File: config.mk
export PLATFORM = sky130hd
export DESIGN_NAME = dram_port_arbiter
export DESIGN_NICKNAME = d
export VERILOG_FILES = /design/src/rtl/dram_port_arbiter.sv
export SDC_FILE = /design/constraint.sdc
export NUM_CORES = 1
export LEC_CHECK = 0
export CORE_MARGIN = 5
export CORE_UTILIZATION = 32
export DETAILED_ROUTE_END_ITERATION = 6
export PLACE_DENSITY = 0.93
export SLEW_MARGIN = 20
export SYNTH_ARGS = -nofsm -noshare
export SYNTH_HDL_FRONTEND = slang
export SYNTH_SLANG_ARGS = --single-unit
File: constraint.sdc
create_clock -name wb_clk_i -period 2.4 [get_ports wb_clk_i]
set_clock_uncertainty 0.2 [all_clocks]
set_input_delay 0.36 -clock wb_clk_i [delete_from_list [all_inputs] [get_ports wb_clk_i]]
set_output_delay 0.36 -clock wb_clk_i [all_outputs]
set_load 0.01 [all_outputs]
File: src/rtl/dram_port_arbiter.sv
// dram_port_arbiter
// Shares the single-port data SRAM between the jedro_1 CPU data port and the
// Caravel Wishbone slave window. Round-robin grant; one RAM access in flight.
//
// Ports
//   wb_clk_i, wb_rst_i          clock, async active-high reset
//   cpu_stb_i/we_i/addr_i/wdata_i  CPU request (we_i = byte enables, 0 = read)
//   cpu_rdata_o/ack_o/err_o      CPU response (err = out-of-window)
//   wbs_stb_i/cyc_i/we_i/sel_i/dat_i/adr_i  Wishbone slave request
//   wbs_ack_o/dat_o              Wishbone response
//   ram_*                        SRAM port 0 (csb0/web0 active-low)
//   grant_o                      last granted requester: 0 = CPU, 1 = WB
//
// State table
//   state | meaning
//   IDLE  | arbitrate; register RAM command for the granted request
//   MEM   | RAM access cycle; release csb0/web0, arm the response pulse
//   RESP  | response pulse visible; read data passes through from ram_dout0
module dram_port_arbiter #(
    parameter int          RAM_ADDR_WIDTH_WORDS = 9,
    parameter logic [31:0] BASE_ADDR            = 32'h3000_8000
) (
    input  logic                            wb_clk_i,
    input  logic                            wb_rst_i,
    input  logic                            cpu_stb_i,
    input  logic [3:0]                      cpu_we_i,
    input  logic [31:0]                     cpu_addr_i,
    input  logic [31:0]                     cpu_wdata_i,
    output logic [31:0]                     cpu_rdata_o,
    output logic                            cpu_ack_o,
    output logic                            cpu_err_o,
    input  logic                            wbs_stb_i,
    input  logic                            wbs_cyc_i,
    input  logic                            wbs_we_i,
    input  logic [3:0]                      wbs_sel_i,
    input  logic [31:0]                     wbs_dat_i,
    input  logic [31:0]                     wbs_adr_i,
    output logic                            wbs_ack_o,
    output logic [31:0]                     wbs_dat_o,
    output logic                            ram_clk0,
    output logic                            ram_csb0,
    output logic                            ram_web0,
    output logic [3:0]                      ram_wmask0,
    output logic [RAM_ADDR_WIDTH_WORDS-1:0] ram_addr0,
    output logic [31:0]                     ram_din0,
    input  logic [31:0]                     ram_dout0,
    output logic                            grant_o
);

    localparam int TAG_LSB = RAM_ADDR_WIDTH_WORDS + 2;

    typedef enum logic [1:0] {
        ST_IDLE = 2'd0,
        ST_MEM  = 2'd1,
        ST_RESP = 2'd2
    } state_t;

    state_t      state;
    logic        last_grant;
    logic        cur_wb;
    logic        cur_oow;

    logic        cpu_req;
    logic        wb_req;
    logic        pick_wb;
    logic [31:0] sel_addr;
    logic        sel_in_win;
    logic        sel_write;
    logic [3:0]  sel_mask;
    logic [31:0] sel_wdata;

    // Byte-offset bits never reach the word-addressed SRAM.
    logic        unused_addr_lsbs;
    assign unused_addr_lsbs = ^{cpu_addr_i[1:0], wbs_adr_i[1:0]};

    assign ram_clk0 = wb_clk_i;
    assign grant_o  = last_grant;

    assign cpu_req = cpu_stb_i;
    assign wb_req  = wbs_stb_i & wbs_cyc_i;

    // On a tie the requester that did not win last time gets the RAM.
    always_comb begin
        pick_wb = 1'b0;
        if (cpu_req && wb_req) begin
            pick_wb = ~last_grant;
        end else begin
            pick_wb = wb_req;
        end
    end

    assign sel_addr   = pick_wb ? wbs_adr_i : cpu_addr_i;
    assign sel_in_win = (sel_addr[31:TAG_LSB] == BASE_ADDR[31:TAG_LSB]);
    assign sel_write  = pick_wb ? wbs_we_i  : (cpu_we_i != 4'h0);
    assign sel_mask   = pick_wb ? wbs_sel_i : cpu_we_i;
    assign sel_wdata  = pick_wb ? wbs_dat_i : cpu_wdata_i;

    // SRAM read data is only exposed during the ack pulse; out-of-window
    // responses return zero.
    assign cpu_rdata_o = cpu_ack_o ? ram_dout0 : 32'h0;
    assign wbs_dat_o   = (wbs_ack_o && !cur_oow) ? ram_dout0 : 32'h0;

    always_ff @(posedge wb_clk_i or posedge wb_rst_i) begin
        if (wb_rst_i) begin
            state      <= ST_IDLE;
            last_grant <= 1'b1;
            cur_wb     <= 1'b0;
            cur_oow    <= 1'b0;
            ram_csb0   <= 1'b1;
            ram_web0   <= 1'b1;
            ram_wmask0 <= 4'h0;
            ram_addr0  <= '0;
            ram_din0   <= 32'h0;
            cpu_ack_o  <= 1'b0;
            cpu_err_o  <= 1'b0;
            wbs_ack_o  <= 1'b0;
        end else begin
            case (state)
                ST_IDLE: begin
                    cpu_ack_o <= 1'b0;
                    cpu_err_o <= 1'b0;
                    wbs_ack_o <= 1'b0;
                    if (cpu_req || wb_req) begin
                        last_grant <= pick_wb;
                        cur_wb     <= pick_wb;
                        cur_oow    <= ~sel_in_win;
                        if (sel_in_win) begin
                            ram_csb0   <= 1'b0;
                            ram_web0   <= ~sel_write;
                            ram_wmask0 <= sel_write ? sel_mask : 4'h0;
                            ram_addr0  <= sel_addr[TAG_LSB-1:2];
                            ram_din0   <= sel_wdata;
                        end
                        // Out-of-window requests also pass through MEM (with
                        // csb0 held high) so err/ack latency is uniform.
                        state <= ST_MEM;
                    end
                end
                ST_MEM: begin
                    ram_csb0 <= 1'b1;
                    ram_web0 <= 1'b1;
                    if (cur_wb) begin
                        wbs_ack_o <= 1'b1;
                    end else if (cur_oow) begin
                        cpu_err_o <= 1'b1;
                    end else begin
                        cpu_ack_o <= 1'b1;
                    end
                    state <= ST_RESP;
                end
                ST_RESP: begin
                    cpu_ack_o <= 1'b0;
                    cpu_err_o <= 1'b0;
                    wbs_ack_o <= 1'b0;
                    state     <= ST_IDLE;
                end
                default: begin
                    state <= ST_IDLE;
                end
            endcase
        end
    end

endmodule
==> results by group, run 1 <==
GRT
  – Final global-route overflow total: 0
  – GR Util All Layers: 0.1948
  – First-pass GRT wire length: 19.31 mm
  – Largest net degree at the start of global routing: 56
  – Vias in the first global route: 3674
  – Initial antenna violation count: 0

Cells and area
  – Fill count: 819
  – Layout cells sized above 1: 0.2084
  – Layout Nets: 744
  – Most frequent cells in the layout: clkdlybuf4s50_1 (252), and2_1 (65), mux2_2 (56)
  – Final Cell Area: 6584 um2
  – Non-Filler Instances: 707
  – N_diodes: 0
  – Layout area overhead: 99.77%
  – Most common cell after layout, fill and taps aside: clkdlybuf4s50_1

Timing
  – Min Tclk post-route: 2.321 ns
  – Final hold violations: 0
  – Fmax: 430.9 MHz
  – Least-Margin Pin Slew: 0.4045 ns
  – Setup violators final: 0
  – RSZ-0062 raised after global routing: no
  – Max-slew violation count: 0
  – Max-Slew Margin vs Limit: 0.7265
  – Fin worst setup slack: 0.07910 ns
  – Final Cycle Share: 0.9670
  – Final TNS setup: 0 ns

Critical path
  – WP data required: 2.49 ns
  – Worst setup path class: in -> reg
  – Largest delay share family, worst path: buffers and inverters
  – Crit-path cells: clkdlybuf4s50_1, or4b_1, a211o_1, o22ai_2, nand2_2, buf_12, mux2_4
  – CP startpoint kind: input pin
  – R2r startpoint: grant_o$_DFFE_PP1P_
  – Crit. Startpoint: cpu_addr_i[28]
  – Slowest CP cell: clkdlybuf4s50_1
  – Critical path peak fanout: 27
  – CP Data Arrival Time: 2.41 ns
  – Setup crit end kind: flip-flop
  – CP bufs+invs: 2
  – Slowest Stage Delay on Critical Path: 0.49 ns

Place
  – Dpl cells: 692
  – GP Congestion: 0.9132
  – Placed cell area: 6370 um2
  – IO buf count: 285
  – Final HPWL DP: 10.43 mm
  – Pre-CTS WS: -0.3322 ns

Run
  – MaxCap Viol Count: 0

Routing
  – Via count: 3345
  – Post-route DRC: 0
  – Final WL: 12.71 mm
  – Via density: 4.731
  – Final ANT Viol Nets: 0
  – Drt pass-1 iters: 4
  – Initial drt markers: 81
  – Routed len/inst: 17.98 um

Floorplanning
  – Die area: 12430 um2
  – I/O pins: 290
  – Die Y: 111.5 um
  – Die X: 111.5 um
  – Initial core utilization: 0.3236
  – Site row count: 37
  – Core area: 10180 um2

Hold path
  – Worst hold path class: in -> async

Clock network
  – CTS tree: built
  – Clock Latency Late Sink: 0.40 ns
  – CTS clk-pin slew, worst paths: 0.10 ns

Power
  – Clk pwr share: 0.228
  – P_int: 0.002188 W
  – Sw frac: 0.2913
  – Max IR drop VDD: 0.2056 mV
  – Switching Power: 0.0008994 W
  – Standby leakage power: 3.198 nW
  – Gate power share: 0.435
  – Pwr dens: 468.9 nW/um2
  – Seq pwr share: 0.337
  – Overall power: 0.003087 W

Logic synthesis
  – Post-synthesis xor/xnor area fraction: 0
  – Mapped Nets: 453
  – EDFF count, synth: 0
  – Synth Cell Area: 3296 um2
  – Synthesis Warnings: 0
  – Post-synthesis adder-cell area fraction: 0
  – Ys async rst share: 1.000
  – Dominant synthesized flop cell: dfrtp_1
  – Synth Area in Compound Gates: 0.03227
  – Synthesized area per cell: 11.81 um2
  – Post-synthesis simple-gate area fraction: 0.1841
  – Sequential fraction of the synthesis area: 0.4188
  – Mux cell area share after synthesis: 0.3311
  – Largest family of logic cells by synthesized area: multiplexers
  – Distinct cells, synth: 30
  – Cells after Synth: 279
  – Synth Register Bits: 55

Status
  – Status: finished clean
[cells in the mapped netlist (2+ instances only)]
cell	n	share of area
nand4_1	3	0.0057
nand2_1	12	0.014
buf_2	2	0.0030
buf_6	4	0.014
nor4b_1	3	0.0080
nor2b_1	4	0.0076
a32o_1	2	0.0061
dfstp_2	3	0.024
and2_1	65	0.12
mux2_4	30	0.14
o21a_1	2	0.0046
mux2_2	56	0.19
inv_1	2	0.0023
nor4_1	5	0.0095
o21ai_0	6	0.0091
nor2_1	6	0.0068
dfrtp_1	52	0.39
clkbuf_1	10	0.011
[power by group through the flow]
| stage | Sequential (W) | Combinational [W] | Clock, W |
|---|---|---|---|
| 2_1_floorplan | 0.00107 | 0.000487 | 0.0000343 |
| 3_3_place_gp | 0.00106 | 0.00128 | 0.0000424 |
| 3_5_place_dp | 0.00106 | 0.00131 | 0.0000424 |
| 4_1_cts | 0.00104 | 0.00134 | 0.000731 |
| 5_1_grt | 0.00105 | 0.00144 | 0.000767 |
| 6_report | 0.00104 | 0.00134 | 0.000703 |
[layer usage]
metal | part of all wire | GRT usage | vias up | wire, um
met2 | 0.52 | 0.3526 | 201 | 6547
met1 | 0.35 | 0.1951 | 1550 | 4479
met4 | 0.061 | 0.1208 | 0 | 771
li1 | - | - | 1547 | -
met5 | 0 | 0 | - | 0
met3 | 0.072 | 0.05761 | 47 | 914
[tightest hold or removal path: cells and delay by family]
kind                   cells  cell delay (ns)
buffers and inverters      3             0.75
[path summary, 6_finish.rpt]
path	to	slack, ns	depth (start not counted)
worst max-delay path	ram_din0[4]$_DFFE_PP0P_	0.08	7
max in group asynchronous	grant_o$_DFFE_PP1P_	1.57	3
worst min-delay path	ram_din0[10]$_DFFE_PP0P_	0.12	3
min in group wb_clk_i	cpu_ack_o$_DFFE_PP0P_	0.30	1
worst max register to register	ram_din0[4]$_DFFE_PP0P_	0.33	6
worst min register to register	cpu_ack_o$_DFFE_PP0P_	0.30	1
[registers in the layout (all words and copies together), names as in the netlist, 2 cells and up]
register    cells
ram_wmask0      4
state           2
ram_din0       32
ram_addr0       9
[area by class of cell]
cell class	count	area, um2	share of cell area
Clock buffer	11	136.4	0.02071
Timing Repair Buffer	298	3064	0.4654
Inverter	2	7.507	0.001140
Tap cell	136	170.2	0.02585
Clock inverter	1	8.758	0.001330
Multi-Input combinational cell	204	1817	0.2759
Sequential cell	55	1380	0.2096
[through the flow]
| stage | hold slack, ns | utilization |
|---|---|---|
| finish | 0.1237 | 0.6464 |
| global route | 0.1388 | 0.6464 |
| CTS | 0.1200 | 0.6413 |
| detailed placement | 0.2816 | 0.6254 |
| global placement | 0.2757 | 0.6254 |
| floorplan | 0.2518 | - |
[logic make-up (layout without fill, tap and decap cells)]
family / count (synthesis) / after routing
simple gates: 102 / 102
mux: 87 / 87
buf+inv: 20 / 312
flops: 55 / 55
compound gates: 15 / 15
[what timing repair did]
action	in CTS	in global routing
gates cloned	1	0
gates resized for setup	20	15
buffers inserted	1	2
hold buffers	0	0
setup endpoints to repair	33	15
Power figures use the tool's default switching activity.
==> inputs of run 2 (changes only) <==
--- a/config.mk
+++ b/config.mk
@@ -5,10 +5,11 @@
 export SDC_FILE = /design/constraint.sdc
 export NUM_CORES = 1
 export LEC_CHECK = 0
-export CORE_MARGIN = 5
-export CORE_UTILIZATION = 32
+export CORE_AREA = 5 5 109 111
+export CTS_BUF_LIST = sky130_fd_sc_hd__clkbuf_4 sky130_fd_sc_hd__clkbuf_8
 export DETAILED_ROUTE_END_ITERATION = 6
-export PLACE_DENSITY = 0.93
+export DIE_AREA = 0 0 114 116
+export PLACE_DENSITY = 0.9
 export SLEW_MARGIN = 20
 export SYNTH_ARGS = -nofsm -noshare
 export SYNTH_HDL_FRONTEND = slang
==> run 2 against run 1 <==
First-iteration DRC count up 35%. Count of clock-buffer cells in the layout stayed put. Cell count is 0.71% higher. Via count is 0.69% lower. Setup slack lost 0.0048 ns. Cell area down 0.40%. Clock power about the same.
==> results by group, run 2 (synthesized netlist as in run 1, its figures left out) <==
Timing
  – Max-Slew Margin vs Limit: 0.7396 (+0.01313)
  – Fin worst setup slack: 0.07428 ns (-0.004823 ns)
  – RSZ-0062 raised after global routing: no
  – Setup violators final: 0 (unchanged)
  – Final hold violations: 0 (unchanged)
  – Hold Slack: 0.1053 ns (-0.01840 ns)
  – Min Tclk post-route: 2.326 ns (+0.004823 ns)
  – Fmax: 430.0 MHz (-0.21%)
  – Least-Margin Pin Slew: 0.3851 ns (-0.01942 ns)
  – Final Cycle Share: 0.9690 (+0.002009)
  – Max-slew violation count: 0 (unchanged)

Cells and area
  – Layout area overhead: 98.97%
  – Most frequent cells in the layout: clkdlybuf4s50_1 (252), and2_1 (65), mux2_2 (56)
  – N_diodes: 0 (unchanged)
  – Largest regs: ram_din0: 32 flops, ram_addr0: 9 flops, ram_wmask0: 4 flops
  – Final Util: 0.6130 (-0.03346)
  – Max reg flops: 32 (unchanged)
  – Layout cells sized above 1: 0.2115 (+0.003132)
  – Most common cell after layout, fill and taps aside: clkdlybuf4s50_1
  – Largest register by flop count: ram_din0
  – Layout Nets: 745 (+0.13%)

Critical path
  – Worst setup path class: in -> reg
  – Capturing point of the worst reg2reg path: ram_din0[11]$_DFFE_PP0P_
  – CP Data Arrival Time: 2.42 ns (about the same)
  – Setup crit end kind: flip-flop
  – R2r startpoint: grant_o$_DFFE_PP1P_
  – Reg2reg setup slack: 0.35 ns (+0.02 ns)
  – WP data required: 2.50 ns (about the same)
  – Critical path peak fanout: 29 (+7.4%)
  – Reg2Reg Depth: 6 (unchanged)
  – CP startpoint kind: input pin

Hold path
  – Worst hold path class: in -> async

Floorplanning
  – Die X: 114 um (+2.3%)
  – Die Y: 116 um (+4.0%)
  – Die area: 13220 um2 (+6.4%)
  – Initial core utilization: 0.3081 (-0.01552)
  – Core area: 10700 um2 (+5.0%)
  – I/O pins: 290 (unchanged)
  – Site row count: 38 (+2.7%)

GRT
  – First-pass GRT wire length: 19.23 mm (-0.39%)
  – Largest net degree at the start of global routing: 56 (unchanged)
  – Initial antenna violation count: 0 (unchanged)
  – Vias in the first global route: 3642 (-0.87%)
  – GR Util All Layers: 0.1897 (-0.005108)
  – Final global-route overflow total: 0 (unchanged)

Power
  – Max IR drop VDD: 0.2852 mV (+39%)
  – Pwr dens: 467.9 nW/um2 (-0.22%)
  – Standby leakage power: 3.152 nW (-1.4%)

Routing
  – Final ANT Viol Nets: 0 (unchanged)
  – Initial drt markers: 109 (+35%)
  – Via count: 3322 (-0.69%)
  – Drt pass-1 iters: 4 (unchanged)
  – Post-route DRC: 0 (unchanged)
  – Via density: 4.666 (-1.4%)
  – Final WL: 13.31 mm (+4.7%)
  – Routed len/inst: 18.69 um (+4.0%)

Status
  – Status: finished clean

Place
  – IO buf count: 285 (unchanged)
  – GP Congestion: 0.9544 (+4.5%)
  – Pre-CTS WS: -0.3965 ns (-0.06427 ns)
  – Final HPWL DP: 10.64 mm (+2.0%)

Run
  – MaxCap Viol Count: 0 (unchanged)

Clock network
  – Clock Latency Late Sink: 0.41 ns (about the same)
  – Cts hold-fix bufs: 0 (unchanged)
  – CTS tree: built
  – CTS clk-pin slew, worst paths: 0.09 ns (about the same)
run 2: cell types whose count changed in the layout (fill, tap and decap cells not counted), sizes merged:
| cell | before | now |
|---|---|---|
| dlygate4sd2 | 18 | 21 |
| inv | 3 | 2 |
| bufbuf | 1 | 0 |
| buf | 13 | 15 |
| dlymetal6s2s | 15 | 12 |
| clkinv | 0 | 1 |
run 2: timing repair:
action / 4_1_cts / 5_1_grt
resized for setup: 27 / 15
setup endpoints to repair: 33 / 21
setup buffers: 1 / 1
cloned: 2 / 0
run 2: area by class of cell:
cell class              instances  area [um2]
fillers                       872        4140
repair buffers                299        3029
multi-input cells             204        1817
flip-flops and latches         55        1380
well taps                     140       175.2
clock buffers                  11       140.1
clock inverters                 1       8.758
inverters                       2       7.507
run 2: worst max-delay path, stage by stage:
cell             delay [ns]
clkdlybuf4s50_1        0.51
or4b_1                 0.45
a211o_1                0.29
o22ai_2                0.18
nand2_2                0.11
buf_12                 0.19
mux2_4                 0.31
run 2: stage by stage:
stage / cells / total power [W] / area, um2 / setup TNS, ns
2_1_floorplan: 279 / 0.001588 / 3296 / 0
3_3_place_gp: 697 / 0.002370 / 6357 / -14.06
3_5_place_dp: 697 / 0.002402 / 6357 / -15.61
4_1_cts: 711 / 0.003102 / 6509 / -0.06535
5_1_grt: 712 / 0.003244 / 6558 / 0
6_report: 712 / 0.003068 / 6558 / 0
run 2: power breakdown:
| group | leakage (nW) | switching [W] | internal (W) | total [W] |
|---|---|---|---|---|
| Sequential | 0.751 | 0.0000547 | 0.000990 | 0.00104 |
| Combinational | 2.32 | 0.000510 | 0.000809 | 0.00132 |
| Clock | 0.0787 | 0.000334 | 0.000371 | 0.000704 |
| Total | 3.15 | 0.000899 | 0.00217 | 0.00307 |
run 2: routing by layer:
layer / global-route usage / routed length (um) / vias to the layer above
li1: - / - / 1548
met1: 0.1955 / 4783 / 1569
met2: 0.3591 / 6939 / 184
met3: 0.05640 / 1272 / 21
met4: 0.07443 / 315 / 0
met5: 0 / 0 / -
run 2: worst max path at each step:
stage / startpoint / end / slack (ns) / cells after the start
after floorplan: cpu_addr_i[25] / ram_addr0[6]$_DFFE_PP0P_ / 0.13 / 7
after global placement: cpu_addr_i[28] / ram_din0[31]$_DFFE_PP0P_ / -0.35 / 7
after detailed placement: cpu_addr_i[28] / ram_addr0[6]$_DFFE_PP0P_ / -0.40 / 7
after CTS: cur_oow$_DFFE_PP0P_ / wbs_dat_o[6] / -0.02 / 4
after global routing: cur_oow$_DFFE_PP0P_ / wbs_dat_o[10] / 0.03 / 5
final: cpu_addr_i[28] / ram_din0[7]$_DFFE_PP0P_ / 0.07 / 7
==> patch, RTL diff (flow settings as in run 1) <==
Set the parameter `RAM_ADDR_WIDTH_WORDS` to 8 (it was 9).
--- a/src/rtl/dram_port_arbiter.sv
+++ b/src/rtl/dram_port_arbiter.sv
@@ -17,7 +17,7 @@
 //   MEM   | RAM access cycle; release csb0/web0, arm the response pulse
 //   RESP  | response pulse visible; read data passes through from ram_dout0
 module dram_port_arbiter #(
-    parameter int          RAM_ADDR_WIDTH_WORDS = 9,
+    parameter int          RAM_ADDR_WIDTH_WORDS = 8,
     parameter logic [31:0] BASE_ADDR            = 32'h3000_8000
 ) (
     input  logic                            wb_clk_i,
Ports: changed (resized ram_addr0); port bits go from 290 to 289. The function was not compared with the original's and may differ.
==> patch against run 1 <==
- die area is essentially flat
- area after synthesis barely moved
- setup slack got worse by 11 ps
- core utilization decreased by 0.32 points
- sequential cell count decreased by 1
- power rose by 1.9%
- final area is 0.49% lower
- sequential share of layout area shrank 0.28 points
- critical endpoint is now wbs_dat_o[11]
- critical path type is now reg2out
- wire length is 2.6% lower
==> patch: results (changes against run 1) <==
Status -> finished clean
Post-Place Setup Slack -> -218 ps (+114 ps)
Total GRT Usage -> 18.4% (-1.0 points)
Iter 0 DRT Violations -> 141 (+74%)
Post-synthesis sequential area ratio -> 41.1% (-0.73 points)
Worst EP arrival -> 1770 ps (-640 ps)
Top FF cell, synth -> dfrtp_1
Fillers -> 807 (-1.5%)
First-pass GRT wire length -> 18600 µm (-3.4%)
DR WL met2 -> 6480 µm (-1.0%)
Metal-1 WL -> 4560 µm (+1.7%)
Hold Path Class -> in2async
Diodes inserted -> 0 (unchanged)
Leakage Power -> 3.27 nW (+2.2%)
Worst vdd ir -> 0.296 mV (+44%)
Ys Warns -> 0 (unchanged)
Commonest cells in the netlist -> 132 x nand2_1, 66 x and2_1, 51 x dfrtp_1
Dpl hpwl -> 10200 µm (-2.4%)
Nets@finish -> 822 (+10%)
Most frequent cell after synthesis -> nand2_1
Netlist cell types -> 29 (-3.3%)
Met3 Wirelength -> 972 µm (+6.3%)
CP max stage cell -> clkdlybuf4s50_1
Vias in the first global route -> 3815 (+3.8%)
Clk Latency, worst-skew pair -> 400 ps (about the same)
Via Count -> 3604 (+7.7%)
DRT Pass-1 Iters -> 4 (unchanged)
Synth top area cells -> dfrtp_1 39%, mux2_4 17%, nand2_1 15%
Slowest cell delay on critical path -> 540 ps (+50 ps)
Clk slew on worst S/H paths -> 100 ps (about the same)
Area after DPL -> 6330 µm² (-0.61%)
Antenna violations before repair -> 0 (unchanged)
IO buf count -> 284 (-0.35%)
Final GP Congestion -> 0.878 (-3.8%)
Worst slew pin tran -> 479 ps (+74.5 ps)
CP max FO -> 16 (-41%)
Synthesized area -> 3290 µm² (about the same)
Share of cells above drive strength 1 -> 12.2% (-8.7 points)
Multi-input logic area -> 1830 µm² (+0.76%)
Final wirelength -> 12400 µm (-2.6%)
FFs w/ async S/R, synth -> 100% (unchanged)
Largest regs -> ram_din0 (32), ram_addr0 (8), ram_wmask0 (4)
Uppermost layer routed -> met4
Largest net degree at the start of global routing -> 48 (-14%)
Net count after synthesis -> 533 (+18%)
patch: cells by family after synthesis:
group | after synthesis | share of synthesized area, %
compound gates | 11 | 2.58
buf+inv | 22 | 3.53
flops | 54 | 41.1
mux | 45 | 19.7
simple gates | 227 | 33.1
patch: worst max-delay path, delay by kind of cell (launching register included):
kind | cells | cell delay, ps
DFF | 1 | 420
and+or+nand+nor | 2 | 270
buffers and inverters | 2 | 680
patch: layout make-up:
type                       instances  share of cell area [%]
tap                              136                    2.60
clock buffer                       9                    1.81
inverter                           2                   0.115
clock inverter                     3                   0.745
timing repair buffer             298                    46.1
multi-input combinational        283                    27.9
sequential                        54                    20.7
patch: worst paths after layout:
| path | from | end | slack (ps) | cells past startpoint |
|---|---|---|---|---|
| worst max-delay path | cur_oow | wbs_dat_o[11] | 70 | 4 |
| worst min-delay path | wb_rst_i | ram_addr0[4] | 70 | 2 |
| worst max register to register | grant_o | ram_addr0[1] | 260 | 6 |
| worst min register to register | ram_din0[26] | ram_din0[26] | 320 | 1 |
| max in group asynchronous | wb_rst_i | ram_din0[12] | 1260 | 3 |
| min in group wb_clk_i | ram_din0[26] | ram_din0[26] | 320 | 1 |
patch: per-layer routing:
| layer | vias to the layer above | global-route usage (%) |
|---|---|---|
| met5 | - | 0 |
| met4 | 0 | 7.22 |
| met3 | 24 | 5.71 |
| met2 | 181 | 35.2 |
| met1 | 1665 | 18.5 |
| li1 | 1734 | - |
patch: what timing repair did:
action                     CTS  global route
setup endpoints to repair   33            20
buffers inserted             1             2
resized for setup           15             9
gates cloned                 0             1
patch: power breakdown:
group | internal, mW | switching, mW | leakage, nW | total (mW)
Sequential | 0.973 | 0.0520 | 0.737 | 1.02
Combinational | 0.791 | 0.542 | 2.45 | 1.33
Clock | 0.440 | 0.349 | 0.0831 | 0.789
patch: per-stage QoR:
stage / instances / power, mW / hold WS (ps)
floorplan: 359 / 1.57 / 252
global placement: 770 / 2.35 / 290
detailed placement: 770 / 2.39 / 294
CTS: 782 / 3.16 / 81.5
global route: 785 / 3.31 / 104
finish: 785 / 3.15 / 71.7
